File: src/rtl/sudoku_pkg.sv
// Shared types and constants for the 4x4 Sudoku board datapath.
package sudoku_pkg;

  typedef logic [1:0] cell_t;

  typedef enum logic [1:0] {IDLE, LOAD, BLANK, READY} state_t;

  localparam cell_t BASE [4][4] = '{
    '{2'd0, 2'd1, 2'd2, 2'd3},
    '{2'd2, 2'd3, 2'd0, 2'd1},
    '{2'd1, 2'd0, 2'd3, 2'd2},
    '{2'd3, 2'd2, 2'd1, 2'd0}
  };

  // Fibonacci taps 8,6,5,4 -> bits 7,5,4,3
  localparam logic [7:0] LFSR_TAPS         = 8'b1011_1000;
  localparam logic [7:0] LFSR_SEED_DEFAULT = 8'hA5;

  localparam logic [3:0] BLANK_CNT [4] = '{4'd4, 4'd6, 4'd8, 4'd10};
  localparam logic [3:0] STRIDE        = 4'd5;

  // Solution digit for cell idx: BASE, optionally transposed, with a symbol relabel.
  function automatic cell_t sol_cell(input logic [7:0] l, input logic [3:0] idx);
    logic [1:0] r, c;
    r = idx[3:2];
    c = idx[1:0];
    return (l[6] ? BASE[c][r] : BASE[r][c]) ^ l[5:4];
  endfunction

endpackage

File: src/rtl/sudoku_lfsr.sv
// 8-bit Fibonacci LFSR with hold enable and synchronous active-low reset.
module sudoku_lfsr
  import sudoku_pkg::*;
#(
  parameter logic [7:0] SEED = LFSR_SEED_DEFAULT
) (
  input  logic       clk,
  input  logic       rst_n,
  input  logic       en,
  output logic [7:0] q
);

  always_ff @(posedge clk) begin
    if (!rst_n)  q <= SEED;
    else if (en) q <= {q[6:0], ^(q & LFSR_TAPS)};
  end

endmodule

File: src/rtl/sudoku_board_dp.sv
// 4x4 Sudoku board datapath: puzzle load, blanking, user commits, display read port.
// Optional saturating error counter built when SUDOKU_ERR_COUNT_EN is defined.
module sudoku_board_dp
  import sudoku_pkg::*;
#(
  parameter logic [7:0]  LFSR_SEED = LFSR_SEED_DEFAULT,
  parameter int unsigned ERR_W     = 4
) (
  input  logic             clka,
  input  logic             restart_n,
  input  logic             gen_rand_flag,
  input  logic             set_board_flag,
  input  logic             set_diff_flag,
  input  logic             row_flag,
  input  logic             col_flag,
  input  logic             val_flag,
  input  logic             check_flag,
  input  logic [1:0]       data_in,
  input  logic [1:0]       rd_row,
  input  logic [1:0]       rd_col,
  output logic [1:0]       rd_val,
  output logic             rd_filled,
  output logic             rd_fixed,
  output logic             solved,
  output logic             busy,
  output logic             wrong,
  output logic [ERR_W-1:0] err_cnt
);

  state_t      state, state_next;
  logic [7:0]  lfsr;
  logic        set_board_d, set_diff_d, board_fall, diff_fall;
  logic [1:0]  diff_r, row_r, col_r;
  cell_t       val_r;
  logic [3:0]  start_r, step_r, blank_idx, blank_last, tgt, rd_idx;
  logic        armed, pending, commit_req, commit_go, we, set_wrong, all_match;
  cell_t       sol   [16];
  cell_t       board [16];
  logic [15:0] filled, fixed;

  sudoku_lfsr #(.SEED(LFSR_SEED)) u_lfsr (
    .clk   (clka),
    .rst_n (restart_n),
    .en    (gen_rand_flag),
    .q     (lfsr)
  );

  assign board_fall = set_board_d & ~set_board_flag;
  assign diff_fall  = set_diff_d & ~set_diff_flag;
  assign busy       = (state == LOAD) || (state == BLANK);
  assign blank_last = BLANK_CNT[diff_r] - 4'd1;
  assign blank_idx  = start_r + step_r * STRIDE;
  assign tgt        = {row_r, col_r};
  assign rd_idx     = {rd_row, rd_col};

  assign rd_filled  = filled[rd_idx];
  assign rd_fixed   = fixed[rd_idx];
  assign rd_val     = filled[rd_idx] ? board[rd_idx] : '0;

  // Commits arriving while busy are parked in pending and replayed on READY.
  assign commit_req = check_flag & ~val_flag & armed;
  assign commit_go  = (state == READY) & (commit_req | pending);
  assign set_wrong  = fixed[tgt] | (val_r != sol[tgt]);

  always_comb begin
    state_next = state;
    unique case (state)
      IDLE:  if (board_fall) state_next = LOAD;
      LOAD:  state_next = READY;
      BLANK: if (board_fall)                state_next = LOAD;
             else if (step_r == blank_last) state_next = READY;
      READY: if (board_fall)      state_next = LOAD;
             else if (diff_fall)  state_next = BLANK;
    endcase
  end

  // solved reflects the board as it will be after this cycle's write.
  always_comb begin
    we        = commit_go && !fixed[tgt];
    all_match = 1'b1;
    for (int unsigned i = 0; i < 16; i++) begin
      if (we && tgt == 4'(i)) begin
        if (val_r != sol[i]) all_match = 1'b0;
      end else if (!filled[i] || board[i] != sol[i]) begin
        all_match = 1'b0;
      end
    end
  end

  always_ff @(posedge clka) begin
    if (!restart_n) begin
      state       <= IDLE;
      set_board_d <= 1'b0;
      set_diff_d  <= 1'b0;
      diff_r      <= '0;
      row_r       <= '0;
      col_r       <= '0;
      val_r       <= '0;
      armed       <= 1'b1;
      pending     <= 1'b0;
    end else begin
      state       <= state_next;
      set_board_d <= set_board_flag;
      set_diff_d  <= set_diff_flag;
      if (set_diff_flag) diff_r <= data_in;
      if (row_flag)      row_r  <= data_in;
      if (col_flag)      col_r  <= data_in;
      if (val_flag)      val_r  <= data_in;
      if (!check_flag)     armed <= 1'b1;
      else if (commit_req) armed <= 1'b0;
      if (state == READY)                  pending <= 1'b0;
      else if (commit_req && busy)         pending <= 1'b1;
    end
  end

  always_ff @(posedge clka) begin
    if (!restart_n) begin
      for (int unsigned i = 0; i < 16; i++) begin
        sol[i]   <= '0;
        board[i] <= '0;
      end
      filled  <= '0;
      fixed   <= '0;
      start_r <= '0;
      step_r  <= '0;
    end else begin
      step_r <= (state == BLANK) ? step_r + 4'd1 : '0;
      if (state == LOAD) begin
        for (int unsigned i = 0; i < 16; i++) begin
          sol[i]   <= sol_cell(lfsr, 4'(i));
          board[i] <= sol_cell(lfsr, 4'(i));
        end
        filled  <= '1;
        fixed   <= '1;
        start_r <= lfsr[3:0];
      end else if (state == BLANK) begin
        filled[blank_idx] <= 1'b0;
        fixed[blank_idx]  <= 1'b0;
      end else if (we) begin
        board[tgt]  <= val_r;
        filled[tgt] <= 1'b1;
      end
    end
  end

  always_ff @(posedge clka) begin
    if (!restart_n || gen_rand_flag) begin
      solved <= 1'b0;
      wrong  <= 1'b0;
    end else if (commit_go) begin
      solved <= all_match;
      wrong  <= set_wrong;
    end
  end

`ifdef SUDOKU_ERR_COUNT_EN
  logic [ERR_W-1:0] err_q;
  always_ff @(posedge clka) begin
    if (!restart_n || gen_rand_flag)            err_q <= '0;
    else if (commit_go && set_wrong && err_q != '1) err_q <= err_q + 1'b1;
  end
  assign err_cnt = err_q;
`else
  assign err_cnt = '0;
`endif

endmodule

File: config.mk
export PLATFORM = sky130hd
export DESIGN_NAME = sudoku_board_dp
export DESIGN_NICKNAME = d
export VERILOG_FILES = /design/src/rtl/sudoku_pkg.sv /design/src/rtl/sudoku_lfsr.sv /design/src/rtl/sudoku_board_dp.sv
export SDC_FILE = /design/constraint.sdc
export NUM_CORES = 1
export LEC_CHECK = 0
export ABC_AREA = 1
export BUFFER_PORTS_ARGS = -buffer_cell sky130_fd_sc_hd__buf_2
export CAP_MARGIN = 25
export CORE_MARGIN = 3
export CORE_UTILIZATION = 40
export CTS_BUF_LIST = sky130_fd_sc_hd__clkbuf_8
export CTS_CLUSTER_SIZE = 8
export DETAILED_ROUTE_END_ITERATION = 8
export PLACE_DENSITY_LB_ADDON = 0.08
export SYNTH_ARGS = -nofsm -noshare
export SYNTH_HDL_FRONTEND = slang
export SYNTH_SLANG_ARGS = --single-unit
File: constraint.sdc
create_clock -name clka -period 2.5 [get_ports clka]
set_input_delay 0.375 -clock clka [delete_from_list [all_inputs] [get_ports clka]]
set_output_delay 0.375 -clock clka [all_outputs]
set_load 0.01 [all_outputs]
* Word-level counts from Yosys, hierarchy flattened *
Memories as Yosys holds them, arrays and structs flattened.
Cells that the tools add are included.

operators by class
  add/sub/neg operators = 3
  $mul = 1
  magnitude comparators = 6
  eq/ne operators = 55
  multiplexer cells = 119
  bitwise operators = 51
  reduce and logical (&&, ||, !) cells = 66

operator list
  kind                                                                          count
  2-bit 2-to-1 mux                                                              41
  16-bit 2-to-1 mux                                                             5
  2-bit != test                                                                 33
  1-bit 2-to-1 mux                                                              63
  1-bit OR                                                                      34
  16-bit bitwise AND                                                            2
  4-bit equality test, second input constant                                    8
  1-bit logical AND                                                             20
  1-bit logical NOT                                                             18
  1-bit logical OR                                                              18
  4-bit by 3-bit equality test with 1-bit output, second input constant         4
  16-bit inverter                                                               1
  16-bit OR                                                                     1
  4-bit by 5-bit less-than comparator with 1-bit output, second input constant  3
  1-bit binary-select mux with 4-bit select                                     3
  4-bit 2-to-1 mux                                                              3
  4-bit binary-select mux with 2-bit select                                     1
  1-bit demux with 4-bit select                                                 2
  4-bit by 2-bit equality test with 1-bit output, second input constant         2
  4-bit by 1-bit >= comparator with 1-bit output, second input constant         2
  2-bit one-hot mux with 4 select lines                                         1
  8-bit XOR reduction                                                           1
  3-bit != test, second input constant                                          2
  1-bit bitwise AND                                                             5
  other kinds (21)                                                              28

storage, ports and cells
  bits in registers = 64
  RAM bits = 64
  input port bits = 15
  output and inout port bits = 11
  logic and storage cells = 319
  memories = 2

memory list
  memory  depth  bits a word  rd ports  clocked after Yosys merged registers in  write ports  RTL line               RTL
  board   16     2            17        0                                        16           sudoku_board_dp.sv:38  cell_t board [16];
  sol     16     2            17        0                                        16           sudoku_board_dp.sv:37  cell_t sol [16];

* Logic depth before layout (Yosys ltp) *
  depth in word-level cells = 38
  depth in mapped cells = 19
  mapped depth without buffers = 17

* Cells and area by module *
From an unflattened synthesis, not the netlist that was laid out.

second synthesis, totals
  cell total of the unflattened synthesis = 986
  area, all modules = 7001.7 µm²

by module, submodules not included
  module           instances  cells an instance  area each (µm²)  seq. area each (µm²)
  sudoku_board_dp  1          938                6666.4           2562.5
  sudoku_lfsr      1          48                 335.3            160.2

* Worst setup path after synthesis *
Ideal clock, no wire load.

  path kind = flip-flop to flip-flop
  start = register step_r[0]
  end = register fixed[12]
  library setup time = 0.132 ns
  arrival = 2.243 ns
  required time = 2.368 ns
  path slack = 0.125 ns
  stages on the path, launching flop included = 12
  buffers on the path = 0
  clock period less this slack = 2.375 ns
  cell sequence = dfxtp_1 -> ha_1 -> ha_1 -> inv_1 -> fa_1 -> xnor2_1 -> xnor2_1 -> inv_1 -> nor2_1 -> nand2_1 -> o21ai_0 -> a21oi_1

between the ends
  word-level cells in the longest chain between the ends = 10
  elaborated cells on any way between the ends = 11
  classes of those cells = 1 x add/sub; 1 x mul; 2 x order compare; 4 x mux; 2 x bitwise; 1 x reduce/logical

ends and longest elaborated chain
  element                                                                                                                                               RTL line                RTL
  from (decl)                                                                                                                                           sudoku_board_dp.sv:35   logic [3:0] start_r, step_r, blank_idx, blank_last, tgt, rd_idx;
  from (signal assigned)                                                                                                                                sudoku_board_dp.sv:127  step_r <= (state == BLANK) ? step_r + 4'd1 : '0;
  4-bit by 3-bit multiplier with 4-bit output *                                                                                                         sudoku_board_dp.sv:52   assign blank_idx = start_r + step_r * STRIDE;
  4-bit adder *                                                                                                                                         sudoku_board_dp.sv:52
  4-bit by 5-bit less-than comparator with 1-bit output (not written as such) / 4-bit by 1-bit >= comparator with 1-bit output (equally long branches)  sudoku_board_dp.sv:138  fixed[blank_idx] <= 1'b0;
  1-bit logical AND (not written as such)                                                                                                               sudoku_board_dp.sv:138
  1-bit 2-to-1 mux (not written as such)                                                                                                                sudoku_board_dp.sv:138
  1-bit demux with 4-bit select *                                                                                                                       sudoku_board_dp.sv:138
  16-bit inverter (no line) *                                                                                                                           -
  16-bit bitwise AND (no line) *                                                                                                                        -
  16-bit 2-to-1 mux *                                                                                                                                   sudoku_board_dp.sv:136  end else if (state == BLANK) begin
  16-bit 2-to-1 mux *                                                                                                                                   sudoku_board_dp.sv:128  if (state == LOAD) begin
  to (signal assigned)                                                                                                                                  sudoku_board_dp.sv:123  fixed <= '0;
  to (signal assigned)                                                                                                                                  sudoku_board_dp.sv:134  fixed <= '1;
  to (signal, indexed assignment)                                                                                                                       sudoku_board_dp.sv:138
  to (decl)                                                                                                                                             sudoku_board_dp.sv:39   logic [15:0] filled, fixed;

Every way passes the cells marked *; elsewhere a longest branch is shown, timed or not. The select of a mux whose other input is x is not followed.
A chain may end at the register's enable or synchronous reset.

* Worst setup path after layout *
  start = register step_r[0]
  end = register fixed[7]

Same word-level chain as after synthesis.

==> metrics.md <==
| Metric | Value |
|---|---|
| Run status | `finished, final reports clean` |
| RR Endpoint | `fixed[7]` |
| Psw | `2.765 mW` |
| GR Overflow Total | `0` |
| CP cell instances | `ha_1, ha_1, inv_1, fa_2, xnor2_2, xnor2_2, buf_4, nor2_4, nand2_1, o21ai_0, a21oi_1` |
| Seq pwr share | `0.457` |
| Synth Flop Type | `dfxtp_1` |
| Setup Buffers After CTS | `0` |
| Tmin final | `2.389 ns` |
| Reg2reg setup slack | `0.11 ns` |
| Post-synthesis sequential area ratio | `0.4030` |
| Yosys reg bits | `112` |
| Worst slew margin | `0.5122` |
| Wire per inst | `18.87 um` |
| Max-Cap Viols | `0` |
| Power Internal | `3.732 mW` |
| Netlist cell types | `40` |
| Worst EP required | `2.77 ns` |
| Core area | `16230 um2` |
| First-pass DRT Iterations | `5` |
| Largest net degree at the start of global routing | `35` |
| Commonest non-fill, non-tap cell in the layout | `nand2_1` |
| Critical path arrival | `approximately 2.7 ns` |
| Clk_skew | `between 0.01 and 0.015 ns` |
| Worst path slowest cell | `fa_2` |
| Layout area overhead | `10.74%` |
| P_leak | `around 3.1 nW` |
| Cell Area, Synth | `6755 um2` |
| Hold Path Stages | `3` |
| Drt first-iter violations | `approximately 710` |
| Final Setup Violations | `0` |
| Critical path class | `reg2reg` |
| Final Instance Area | `7481 um2` |
| Final net count | `999` |
| Worst Hold Class | `in2reg` |
| Fillers | `around 1700` |
| PortBufs | `21` |
| Top fanout value on the critical path | `4` |
| Hpwl dp | `16840 um` |
| Wirelength, routed | `22490 um` |
| Via count | `6647` |
| CP max stage delay | `between 0.3 and 0.4 ns` |
| Clk sinks | `112` |
| Peak VDD IR | `0.0004031 V` |
| I/O Pins | `26` |
| Top cell type's share of synthesized area | `0.2134` |
| Global-route wire length before repair | `34540 um` |
| Clock root buffer master | `clkbuf_8` |
| GPL Wtd Cong | `0.9433` |
| CTS tree | `yes` |
| Die Ht | `136.0 um` |
| Vias per cell | `between 5 and 6` |
| Hold Buf Count CTS | `0` |
| Clock buffer count from CTS | `9` |
| WP buf/inv | `2` |
| Period utilization | `0.9557` |
| Clk_lat worst skew | `0.39 ns` |
| R2R cell count | `11` |
| CP startpoint | `step_r[0]` |
| Fmax | `418.5 MHz` |
| Die ar. | `about 18000 um2` |
| # diodes | `0` |
| Synthesized netlist cell count | `approximately 950` |
| Routed Antenna Nets | `0` |
| Ys async rst share | `0` |
| Yosys warning total | `0` |
| Clock share of power | `0.173` |
| Area contributors post-synth | `edfxtp_1 21%, dfxtp_1 19%, nand2_1 11%` |
| Num rows | `46` |
| Commonest cells after routing, fill and taps aside | `200 x nand2_1, 99 x inv_1, 99 x o21ai_0` |
| Hold EP | `set_board_d` |
| Slew Viols, Final | `0` |
| Mean Syn Cell Area | `7.126 um2` |
| CTS clk-pin slew, worst paths | `~0.11 ns` |
| Comb pwr share | `0.369` |
| H-tree levels | `3` |
| Vias in the first global route | `slightly above 6000` |
| Pwr Density | `868.6 nW/um2` |
| Tot Pwr | `6.498 mW` |
| Share of post-route cells with drive strength above 1 | `0.1025` |
| Sw frac | `0.4256` |
| CP delay by family, top | `adder cells` |
| Footprint of the multi-input gates | `between 3000 and 4000 um2` |
| Die Width | `136.0 um` |
| Worst flop-to-flop path startpoint | `step_r[0]` |
| Total Routing Usage GR | `0.2455` |
| Antenna violations before repair | `0` |
| Endpoints failing hold | `0` |
| Min-delay src | `set_board_flag` |
| # DRC | `0` |
| Placed Area | `just over 7000 um2` |
| Deepest clock path buffer count | `2` |
| Unrepaired setup endpoints after global routing | `yes` |
| Tightest Pin Transition | `0.7294 ns` |
| Setup crit start kind | `flop` |
| Crit path capture type | `flop` |
| Number of synthesized flops with an enable pin | `48` |
| Effective utilization at floorplan | `0.4162` |
| Cell taking the most area after synthesis | `edfxtp_1` |
| Register Area | `2724 um2` |
-- Yosys cell counts, types with 2 or more instances --
library cell	number
a31oi_1	4
inv_2	3
o21ai_1	19
a21oi_1	86
ha_1	12
clkbuf_1	34
buf_6	2
nand3_1	42
nor2_1	102
buf_4	7
inv_1	100
nand4_1	9
o221ai_1	11
o211ai_1	12
dfxtp_1	64
edfxtp_1	48
o22ai_1	10
xnor2_1	22
o2111ai_1	4
buf_2	5
o21ai_0	119
xor2_1	9
nand2_1	206
a211oi_1	2
-- area by class of cell --
type / count / share of cell area
clock buffer: 9 / 0.01656
sequential: 112 / 0.3641
clock inverter: 7 / 0.009701
inverter: 104 / 0.05218
multi-input combinational: 686 / 0.4680
tap: 216 / 0.03613
timing repair buffer: 58 / 0.05335
-- layer usage --
metal | up-vias | wire length (um) | track usage
li1 | 3220 | - | -
met1 | 3091 | 10190 | 0.3523
met2 | 277 | 9833 | 0.3664
met3 | 59 | 1589 | 0.03997
met4 | 0 | 881 | 0.1030
met5 | - | 0 | 0
-- per-stage QoR --
step / hold WS, ns / setup TNS (ns) / std cells / worst slack [ns] / util
final: 0.1731 / 0 / 1192 / 0.1107 / 0.4609
after global routing: 0.1772 / -0.2984 / 1192 / -0.05238 / 0.4609
after CTS: 0.1588 / -0.5319 / 1192 / -0.05016 / 0.4560
after detailed placement: 0.4471 / -0.9036 / 1176 / -0.05408 / 0.4436
after global placement: 0.4434 / -0.3748 / 1176 / -0.02472 / 0.4436
after floorplan: 0.4253 / 0 / 951 / 0.1250 / -
-- power by group through the flow --
stage	combinational [mW]	clock, mW	sequential, mW
floorplan	1.64	0	2.76
global placement	2.29	0	3.01
detailed placement	2.28	0	3.00
CTS	2.30	1.15	2.96
global route	2.69	1.22	3.02
finish	2.40	1.13	2.97
-- state kept, by name, summed over array words and instances (netlist names), 2 cells and up --
name	flops
board	32
col_r	2
diff_r	2
filled	16
fixed	16
row_r	2
sol	16
start_r	4
state	2
step_r	4
u_lfsr.q	8
val_r	2
-- worst max-delay path by stage --
| stage | cells after the start | slack [ns] | endpoint |
|---|---|---|---|
| floorplan | 11 | 0.12 | fixed[12] |
| global placement | 11 | -0.02 | fixed[5] |
| detailed placement | 11 | -0.05 | filled[6] |
| CTS | 11 | -0.05 | fixed[14] |
| global route | 11 | -0.05 | filled[6] |
| finish | 11 | 0.11 | fixed[7] |
-- worst register-to-register path, stage by stage, from the launching register on --
cell	delay, ns
dfxtp_2	0.33
ha_1	0.28
ha_1	0.27
inv_1	0.05
fa_2	0.35
xnor2_2	0.16
xnor2_2	0.17
buf_4	0.17
nor2_4	0.17
nand2_1	0.09
o21ai_0	0.14
a21oi_1	0.08
-- cell families after synthesis --
group | share of synthesized area
other | 0.0005551
AND/OR/NAND/NOR | 0.2189
flip-flops | 0.4030
adder cells (fa/ha/maj) | 0.02519
XOR/XNOR | 0.04019
buffers and inverters | 0.09224
AO/OA/AOI/OAI | 0.2199
-- what timing repair did --
action                                  in CTS  in global routing
gates resized for setup                      2                 42
endpoints found under the setup margin      31                 34
pin swaps                                    0                  6
(Power assumes the default switching activity.)
